### src/rtl/gray_code.sv
`default_nettype none
// ============================================================================
//  Module      : gray_code
//  Description : 4-bit binary-to-Gray converter. F is a purely combinational
//                binary-to-Gray view of {A,B,C,D}. A registered sample path
//                converts in either direction (selected by mode) and flags
//                whether consecutive accepted samples differ by exactly one
//                bit in the Gray domain.
//  Revision    : 1.0 - initial release
// ============================================================================
module gray_code (
    input  logic       A,
    input  logic       B,
    input  logic       C,
    input  logic       D,
    output logic [3:0] F,
    input  logic       clk,
    input  logic       rst_n,
    input  logic       in_valid,
    input  logic       mode,
    output logic [3:0] q,
    output logic       q_valid,
    output logic       step_ok
);

    localparam int unsigned C_WIDTH = 4;

    logic [C_WIDTH-1:0] w_in;
    logic [C_WIDTH-1:0] w_to_gray;
    logic [C_WIDTH-1:0] w_to_bin;
    logic [C_WIDTH-1:0] w_sample_g;
    logic [C_WIDTH-1:0] w_diff;
    logic               w_one_bit;

    logic [C_WIDTH-1:0] r_q;
    logic               r_q_valid;
    logic               r_step_ok;
    logic [C_WIDTH-1:0] r_prev_g;
    logic               r_have_prev;

    assign w_in = {A, B, C, D};

    // Binary-to-Gray: each Gray bit is the XOR of a binary bit and its upper neighbour.
    assign w_to_gray = w_in ^ {1'b0, w_in[C_WIDTH-1:1]};

    // Gray-to-binary: each binary bit accumulates the XOR of all Gray bits above it.
    always_comb begin
        w_to_bin = '0;
        w_to_bin[C_WIDTH-1] = w_in[C_WIDTH-1];
        for (int i = C_WIDTH - 2; i >= 0; i--) begin
            w_to_bin[i] = w_to_bin[i+1] ^ w_in[i];
        end
    end

    // Adjacency is always judged in the Gray domain, whichever way we convert.
    assign w_sample_g = mode ? w_in : w_to_gray;
    assign w_diff     = w_sample_g ^ r_prev_g;
    // Exactly one bit set: non-zero and clearing the lowest set bit leaves zero.
    assign w_one_bit  = (w_diff != '0) && ((w_diff & (w_diff - 1'b1)) == '0);

    assign F       = w_to_gray;
    assign q       = r_q;
    assign q_valid = r_q_valid;
    assign step_ok = r_step_ok;

    // Sample register: accept on in_valid, pulse-style valid/step flags otherwise.
    always_ff @(posedge clk) begin
        if (!rst_n) begin
            r_q         <= '0;
            r_q_valid   <= 1'b0;
            r_step_ok   <= 1'b0;
            r_prev_g    <= '0;
            r_have_prev <= 1'b0;
        end else if (in_valid) begin
            r_q         <= mode ? w_to_bin : w_to_gray;
            r_q_valid   <= 1'b1;
            r_step_ok   <= r_have_prev & w_one_bit;
            r_prev_g    <= w_sample_g;
            r_have_prev <= 1'b1;
        end else begin
            r_q_valid   <= 1'b0;
            r_step_ok   <= 1'b0;
        end
    end

endmodule
`default_nettype wire

### config.mk
export PLATFORM = sky130hd
export DESIGN_NAME = gray_code
export DESIGN_NICKNAME = d
export VERILOG_FILES = /design/src/rtl/gray_code.sv
export SDC_FILE = /design/constraint.sdc
export NUM_CORES = 1
export LEC_CHECK = 0
export BUFFER_PORTS_ARGS = -buffer_cell sky130_fd_sc_hd__buf_2
export CAP_MARGIN = 20
export CORE_UTILIZATION = 45
export DETAILED_ROUTE_END_ITERATION = 16
export GPL_TIMING_DRIVEN = 0
export PLACE_DENSITY_LB_ADDON = 0.3
export SLEW_MARGIN = 20
export SYNTH_ARGS = -nofsm -noshare
export SYNTH_HDL_FRONTEND = slang
export SYNTH_SLANG_ARGS = --single-unit
### constraint.sdc
create_clock -name clk -period 1.53 [get_ports clk]
set_clock_uncertainty 0.1 [all_clocks]
set_input_delay 0.306 -clock clk [delete_from_list [all_inputs] [get_ports clk]]
set_output_delay 0.306 -clock clk [all_outputs]
set_load 0.02 [all_outputs]
==> impl_metrics.env, run 1 <==
export IMPL_drt_antenna_violating_nets=0
export IMPL_num_vias=504
export IMPL_num_nets_final=95
export IMPL_cellPowerDensity_nw_per_um2=954
export IMPL_cts_root_buffer="clkbuf_4"
export IMPL_min_to="q_valid"
export IMPL_cts_hold_buf=0
export IMPL_place_hpwl_um=812
export IMPL_syn_area_um2=631
export IMPL_routabilityCongestion=0.723
export IMPL_ys_seq_area_share_pct=31.7
export IMPL_track_usage_pct=18.7
export IMPL_ff2ff_setup_slack_ps=140
export IMPL_slew_viol_final=0
export IMPL_yosysUniqueCellTypes=23
export IMPL_path_buf_inv=0
export IMPL_status="complete, no violations"
export IMPL_die_w_um=39.4
export IMPL_fin_util_pct=58.7
export IMPL_fin_crit_ps=1390
export IMPL_dr_pass1_iters=2
export IMPL_cts_sinks=10
export IMPL_netlist_instances=68
export IMPL_slew_headroom_pct=66.6
export IMPL_rsz0062_at_grt="false"
export IMPL_crit_slowest_cell="dfxtp_1"
export IMPL_slowest_delay_ps=330
export IMPL_fin_ws_ps=136
export IMPL_hold_class="input port to flip-flop"
export IMPL_hold_path_cell_count=2
export IMPL_n_fill_cell=120
export IMPL_rr_worst_depth=5
export IMPL_io_buffer_count=14
export IMPL_layout_common_cells="16 x buf_2, 10 x dfxtp_1, 8 x nor2b_1, 8 x xnor2_1, 6 x nand2_1"
export IMPL_diodes=0
export IMPL_core_area_um2=1300
export IMPL_worst_pin_slew_ps=501
export IMPL_ios=18
export IMPL_reg2reg_to="step_ok"
export IMPL_path_depth=5
export IMPL_grt_pass1_vias=456
export IMPL_syn_area_per_cell_um2=9.27
export IMPL_wl_mm=1.14
export IMPL_path_delay_family="flip-flops"
export IMPL_required_ps=1620
export IMPL_start_util_pct=48.5
export IMPL_cp_max_fo=4
export IMPL_cts_max_level=1
export IMPL_mostFrequentLayoutCell="buf_2"
export IMPL_clk_latency_ps=260
export IMPL_cts_buffers=3
export IMPL_total_power_w=0.000728
export IMPL_antenna_found_initial=0
export IMPL_stdcell_area_um2=763
export IMPL_setup_viol=0
export IMPL_overflow=0
export IMPL_whs_ps=240
export IMPL_synthTopCellsByArea="dfxtp_1 32%, xnor2_1 11%, mux2i_1 7.9%, nor2b_1 7.9%, xor2_1 6.9%"
export IMPL_die_y_um=39.4
export IMPL_wl_per_cell_um=11.3
export IMPL_post_dp_cell_area_um2=727
export IMPL_cp_end_kind="flip-flop"
export IMPL_grt_pass1_wl_mm=1.93
export IMPL_grt_max_degree=11
export IMPL_clkTransAtPathRegs_ps=70
export IMPL_path_cells="xnor2_2 -> mux2i_1 -> nand3b_1 -> a211o_1 -> o31ai_1"
export IMPL_rows=13
export IMPL_reg2reg_from="r_prev_g[0]"
export IMPL_synth_top_area_share_pct=31.7
export IMPL_initialDrtViolationCount=3
export IMPL_fin_crit_sh_pct=91.1
export IMPL_drc_errors=0
export IMPL_synth_warnings=0
export IMPL_p_leak_nw=0.353
export IMPL_ys_seq_elements=10
export IMPL_area_growth_pct=21.0
export IMPL_drt_vias_per_instance=4.99
export IMPL_fmax_mhz=717
export IMPL_min_delay_start="in_valid"
export IMPL_die_area_um2=1560
export IMPL_yosys_area_top_type="dfxtp_1"
export IMPL_clockBufferDepth=2
export IMPL_cap_violations=0
export IMPL_drive_above_1_share_pct=32.6
export IMPL_worst_ir_drop_vdd_uv=765
export IMPL_arrival_ps=1480
export IMPL_post_place_ws_ps=-2.45
export IMPL_synth_nets=76
export IMPL_hold_violations=0
export IMPL_start_kind="flip-flop"
export IMPL_setup_worst_path_class="flip-flop to flip-flop"
export IMPL_cts_tree="built"
[cell usage after synthesis (all sizes together)]
library cell   n
nor2b          8
nand3          1
xnor2          9
o211a          3
nand3b         1
dfxtp         10
a21oi          2
a211o          1
a31oi          1
nand2b         2
and2           1
o21a           1
nand2          8
a211oi         1
nor4           1
xor2           5
mux2i          5
buf            6
o31ai          2
[kinds of logic after synthesis]
kind of cell / share of synthesized area [%]
AO/OA/AOI/OAI: 13.5
XOR/XNOR: 20.6
buffers and inverters: 5.75
flip-flops: 31.7
multiplexers: 7.94
AND/OR/NAND/NOR: 20.4
[through the flow]
step | std cells | TNS [ps]
after floorplan | 68 | 0
after global placement | 97 | 0
after detailed placement | 97 | -2.45
after CTS | 101 | 0
after global routing | 101 | 0
final | 101 | 0
[sequential cells by signal, summed over array words and instances, names as in the netlist]
register,count
q_valid,1
step_ok,1
q,4
r_prev_g,3
r_have_prev,1
[worst reg2reg max path, stage by stage, from the launching register on]
cell and delay (ps):
dfxtp_1 330, xnor2_2 270, mux2i_1 220, nand3b_1 90, a211o_1 260, o31ai_1 60
[what timing repair did]
item                                    4_1_cts  5_1_grt
resized for setup                             0        0
endpoints found under the setup margin        0        1
setup buffers                                 0        0
[how the worst max path moves through the flow]
stage,from,end,slack (ps)
3_3_place_gp,D,step_ok,2
4_1_cts,r_prev_g[0],step_ok,90
6_report,r_prev_g[0],step_ok,140
5_1_grt,r_prev_g[0],step_ok,20
2_1_floorplan,C,q[0],80
3_5_place_dp,D,step_ok,-2
[power by group]
group / internal, W / switching [W]
Clock: 0.000144 / 0.0000952
Sequential: 0.000280 / 0.0000153
Combinational: 0.0000883 / 0.000105
[metal layers]
| layer | up-vias | routed length, µm | track usage [%] |
|---|---|---|---|
| met5 | - | 0 | 0 |
| met4 | 0 | 14 | 7.76 |
| met3 | 4 | 54 | 3.41 |
| met2 | 12 | 532 | 32.0 |
| met1 | 224 | 539 | 22.5 |
| li1 | 264 | - | - |
[layout make-up]
class | instances | area (µm²) | share of cell area, %
plain buffers | 6 | 36.3 | 4.75
clock buffers | 4 | 36.3 | 4.75
multi-input cells | 52 | 402 | 52.6
flip-flops and latches | 10 | 200 | 26.2
well taps | 15 | 18.8 | 2.46
repair buffers | 14 | 70.1 | 9.18
Power figures use the tool's default switching activity.
==> run 2, diff against run 1 <==
--- a/config.mk
+++ b/config.mk
@@ -7,7 +7,7 @@
 export LEC_CHECK = 0
 export BUFFER_PORTS_ARGS = -buffer_cell sky130_fd_sc_hd__buf_2
 export CAP_MARGIN = 20
-export CORE_UTILIZATION = 45
+export CORE_UTILIZATION = 40
 export DETAILED_ROUTE_END_ITERATION = 16
 export GPL_TIMING_DRIVEN = 0
 export PLACE_DENSITY_LB_ADDON = 0.3
==> impl_metrics.env, run 2 (same netlist as run 1, synthesis figures left out) <==
export IMPL_wl_per_cell_um=11.3
export IMPL_status="complete, no violations"
export IMPL_fin_ws_ps=122
export IMPL_worst_ir_drop_vdd_uv=578
export IMPL_ff2ff_setup_slack_ps=120
export IMPL_grt_pass1_vias=422
export IMPL_wl_met3_um=60
export IMPL_reg2reg_to="step_ok"
export IMPL_drt_vias_per_instance=5.02
export IMPL_area_growth_pct=18.8
export IMPL_fin_util_pct=54.2
export IMPL_dr_pass1_iters=2
export IMPL_cp_max_fo=4
export IMPL_initialDrtViolationCount=2
export IMPL_slew_viol_final=0
export IMPL_cellPowerDensity_nw_per_um2=892
export IMPL_crit_slowest_cell="dfxtp_1"
export IMPL_cts_tree="built"
export IMPL_slew_headroom_pct=66.8
export IMPL_layout_common_cells="16 x buf_2, 10 x dfxtp_1, 8 x nor2b_1, 8 x xnor2_1, 6 x nand2_1"
export IMPL_min_to="q_valid"
export IMPL_dr_max_layer_used="met4"
export IMPL_required_ps=1620
export IMPL_cp_end_kind="flip-flop"
export IMPL_drive_above_1_share_pct=31.8
export IMPL_antenna_found_initial=0
export IMPL_fin_crit_ps=1410
export IMPL_largest_reg_flops=4
export IMPL_min_delay_start="in_valid"
export IMPL_cts_buffers=3
export IMPL_cap_violations=0
export IMPL_path_buf_inv=0
export IMPL_clkTransAtPathRegs_ps=60
export IMPL_setup_worst_path_class="flip-flop to flip-flop"
export IMPL_fmax_mhz=710
export IMPL_hold_violations=0
export IMPL_place_hpwl_um=835
export IMPL_clkPwrFrac_pct=27.1
export IMPL_core_area_um2=1380
export IMPL_routabilityCongestion=0.666
export IMPL_path_cells="xnor2_2 -> mux2i_1 -> nand3b_1 -> a211o_1 -> o31ai_1"
export IMPL_die_area_um2=1740
export IMPL_rows=13
export IMPL_ios=18
export IMPL_clk_latency_ps=270
export IMPL_arrival_ps=1500
export IMPL_drt_antenna_violating_nets=0
export IMPL_wl_mm=1.13
export IMPL_hold_class="input port to flip-flop"
export IMPL_track_usage_pct=14.7
export IMPL_die_w_um=41.7
export IMPL_die_y_um=41.7
export IMPL_start_kind="flip-flop"
export IMPL_wl_met2_um=535
export IMPL_path_depth=5
export IMPL_reg2reg_from="r_prev_g[0]"
export IMPL_rr_worst_depth=5
export IMPL_clockBufferDepth=2
export IMPL_p_seq_share_pct=44.1
export IMPL_slowest_delay_ps=330
export IMPL_path_delay_family="flip-flops"
export IMPL_setup_viol=0
export IMPL_fin_crit_sh_pct=92.0
export IMPL_grt_pass1_wl_mm=1.87
export IMPL_cts_max_level=1
export IMPL_p_leak_nw=0.346
export IMPL_num_vias=502
export IMPL_num_nets_final=95
export IMPL_cts_hold_buf=0
export IMPL_cts_sinks=10
export IMPL_cts_root_buffer="clkbuf_4"
export IMPL_total_power_w=0.000669
export IMPL_diodes=0
export IMPL_overflow=0
export IMPL_power_frac_comb_pct=28.8
export IMPL_worst_pin_slew_ps=498
export IMPL_switchingPower_w=0.000210
export IMPL_p_int_w=0.000459
export IMPL_mostFrequentLayoutCell="buf_2"
export IMPL_rsz0062_at_grt="false"
export IMPL_met1Wirelength_um=500
export IMPL_post_place_ws_ps=9.69
export IMPL_hold_path_cell_count=2
export IMPL_drc_errors=0
export IMPL_grt_max_degree=11
export IMPL_io_buffer_count=14
export IMPL_start_util_pct=45.6
export IMPL_power_switching_share_pct=31.4
[run 2: power groups by stage]
stage | combinational (W) | clock, W | sequential, W
6_report | 0.000193 | 0.000181 | 0.000295
5_1_grt | 0.000212 | 0.000198 | 0.000297
4_1_cts | 0.000196 | 0.000190 | 0.000295
3_5_place_dp | 0.000195 | 0 | 0.000301
3_3_place_gp | 0.000192 | 0 | 0.000300
2_1_floorplan | 0.000136 | 0 | 0.000311
[run 2: through the flow]
stage	hold WS [ps]	TNS [ps]	area, µm²	cells
floorplan	324	0	638	68
global placement	355	-6.06	727	97
detailed placement	369	0	727	97
CTS	215	0	749	100
global route	237	0	749	100
finish	217	0	749	100
[run 2: worst max path at each step]
| stage | from | end | slack (ps) |
|---|---|---|---|
| 2_1_floorplan | C | q[0] | 80 |
| 3_3_place_gp | D | step_ok | -6 |
| 3_5_place_dp | D | step_ok | 10 |
| 4_1_cts | r_prev_g[0] | step_ok | 90 |
| 5_1_grt | r_prev_g[0] | step_ok | 6 |
| 6_report | r_prev_g[0] | step_ok | 120 |
[run 2: worst register-to-register path, stage by stage, from the launching register on]
cell and delay, ps:
dfxtp_1 330, xnor2_2 260, mux2i_1 230, nand3b_1 90, a211o_1 260, o31ai_1 60
[run 2: repair_timing]
action,CTS,global route
setup buffers,0,0
endpoints found under the setup margin,0,1
resized for setup,0,0
[run 2: cell type report]
type	instances	area [µm²]
timing repair buffer	14	70.1
fill	129	633
buffer	6	36.3
tap	15	18.8
multi-input combinational	52	402
sequential	10	200
clock buffer	3	22.5
[run 2: metal layers]
layer,up-vias,global-route usage [%]
met4,0,9.68
met5,-,0
met3,4,6.52
met2,14,21.6
li1,263,-
met1,221,17.1
==> run 3, diff against run 2 <==
--- a/config.mk
+++ b/config.mk
@@ -7,8 +7,9 @@
 export LEC_CHECK = 0
 export BUFFER_PORTS_ARGS = -buffer_cell sky130_fd_sc_hd__buf_2
 export CAP_MARGIN = 20
-export CORE_UTILIZATION = 40
+export CORE_AREA = 2 2 39 41
 export DETAILED_ROUTE_END_ITERATION = 16
+export DIE_AREA = 0 0 41 43
 export GPL_TIMING_DRIVEN = 0
 export PLACE_DENSITY_LB_ADDON = 0.3
 export SLEW_MARGIN = 20
==> impl_metrics.env, run 3 (same netlist as run 1, synthesis figures left out) <==
export IMPL_status="complete, no violations"
export IMPL_whs_ps=249
export IMPL_routabilityCongestion=0.701
export IMPL_track_usage_pct=16.2
export IMPL_hold_class="input port to flip-flop"
export IMPL_setup_worst_path_class="flip-flop to flip-flop"
export IMPL_post_cts_buffers=0
export IMPL_drt_vias_per_instance=5.01
export IMPL_cts_max_level=1
export IMPL_min_to="q_valid"
export IMPL_wl_per_cell_um=11.8
export IMPL_drt_antenna_violating_nets=0
export IMPL_cp_max_fo=4
export IMPL_p_int_w=0.000459
export IMPL_fmax_mhz=696
export IMPL_cts_hold_buf=0
export IMPL_hold_path_cell_count=2
export IMPL_grt_pass1_wl_mm=1.86
export IMPL_dr_pass1_iters=4
export IMPL_diodes=0
export IMPL_rsz0062_at_grt="false"
export IMPL_power_switching_share_pct=30.7
export IMPL_rr_worst_depth=5
export IMPL_reg2reg_from="r_prev_g[0]"
export IMPL_p_leak_nw=0.346
export IMPL_switchingPower_w=0.000203
export IMPL_p_seq_share_pct=44.6
export IMPL_setup_viol=0
export IMPL_drc_errors=0
export IMPL_tns_ps=0
export IMPL_rows=14
export IMPL_ff2ff_setup_slack_ps=90
export IMPL_area_growth_pct=19.0
export IMPL_ios=18
export IMPL_start_util_pct=45.6
export IMPL_reg2reg_to="step_ok"
export IMPL_clkTransAtPathRegs_ps=60
export IMPL_die_w_um=41
export IMPL_cts_sinks=10
export IMPL_clkPwrFrac_pct=26.1
export IMPL_initialDrtViolationCount=9
export IMPL_hold_violations=0
export IMPL_core_area_um2=1380
export IMPL_cts_tree="built"
export IMPL_grt_pass1_vias=430
export IMPL_min_delay_start="in_valid"
export IMPL_mostFrequentLayoutCell="buf_2"
export IMPL_start_kind="flip-flop"
export IMPL_drive_above_1_share_pct=31.8
export IMPL_dpl_cell_count=98
export IMPL_die_area_um2=1760
export IMPL_clockBufferDepth=2
export IMPL_num_nets_final=95
export IMPL_stdcell_count=101
export IMPL_fin_crit_ps=1440
export IMPL_overflow=0
export IMPL_fin_util_pct=54.2
export IMPL_post_cts_resized=0
export IMPL_cts_buffers=3
export IMPL_cap_violations=0
export IMPL_power_frac_comb_pct=29.4
export IMPL_slew_headroom_pct=67.0
export IMPL_clk_latency_ps=260
export IMPL_num_vias=506
export IMPL_die_y_um=43
export IMPL_wl_mm=1.19
export IMPL_fin_crit_sh_pct=93.9
export IMPL_largest_reg_flops=4
export IMPL_cellPowerDensity_nw_per_um2=882
export IMPL_worst_pin_slew_ps=495
export IMPL_io_buffer_count=14
export IMPL_layout_common_cells="16 x buf_2, 10 x dfxtp_1, 8 x nor2b_1, 8 x xnor2_1, 6 x nand2_1"
export IMPL_required_ps=1590
export IMPL_slew_viol_final=0
export IMPL_grt_max_degree=11
export IMPL_total_power_w=0.000662
export IMPL_worst_ir_drop_vdd_uv=449
export IMPL_arrival_ps=1500
export IMPL_cts_root_buffer="clkbuf_4"
export IMPL_cp_end_kind="flip-flop"
export IMPL_place_hpwl_um=889
export IMPL_antenna_found_initial=0
run 3: cell counts in the layout (fill, tap and decap cells not counted):
No cell type changed its count.
run 3: how the worst max path moves through the flow:
stage,start,to
floorplan,C,q[0]
global placement,D,step_ok
detailed placement,D,step_ok
CTS,r_prev_g[0],step_ok
global route,r_prev_g[0],step_ok
finish,r_prev_g[0],step_ok
run 3: critical path: stages (launching register included):
cell and delay, ps:
dfxtp_1 330, xnor2_2 290, mux2i_1 220, nand3b_1 90
a211o_1 250, o31ai_1 70
run 3: power by group through the flow:
| stage | registers, W | clock network (W) | logic [W] |
|---|---|---|---|
| 2_1_floorplan | 0.000311 | 0 | 0.000136 |
| 3_3_place_gp | 0.000300 | 0 | 0.000192 |
| 3_5_place_dp | 0.000301 | 0 | 0.000195 |
| 4_1_cts | 0.000295 | 0.000182 | 0.000197 |
| 5_1_grt | 0.000298 | 0.000192 | 0.000214 |
| 6_report | 0.000295 | 0.000172 | 0.000194 |
run 3: stage by stage:
stage | area [µm²] | setup slack (ps)
after floorplan | 638 | 78.5
after global placement | 728 | 19.3
after detailed placement | 728 | -10.7
after CTS | 751 | 80.5
after global routing | 751 | 15.5
final | 751 | 93.8
run 3: final cells by class:
type                    instances  area (µm²)
repair buffers                 14        70.1
well taps                      16        20.0
fillers                       149         633
plain buffers                   6        36.3
flip-flops and latches         10         200
multi-input cells              52         402
clock buffers                   3        22.5
run 3: per-layer routing:
layer | routed length (µm) | up-vias | global-route usage, %
li1 | - | 261 | -
met1 | 545 | 235 | 20.2
met2 | 580 | 8 | 22.5
met3 | 47 | 2 | 4.71
met4 | 21 | 0 | 12.0
met5 | 0 | - | 0
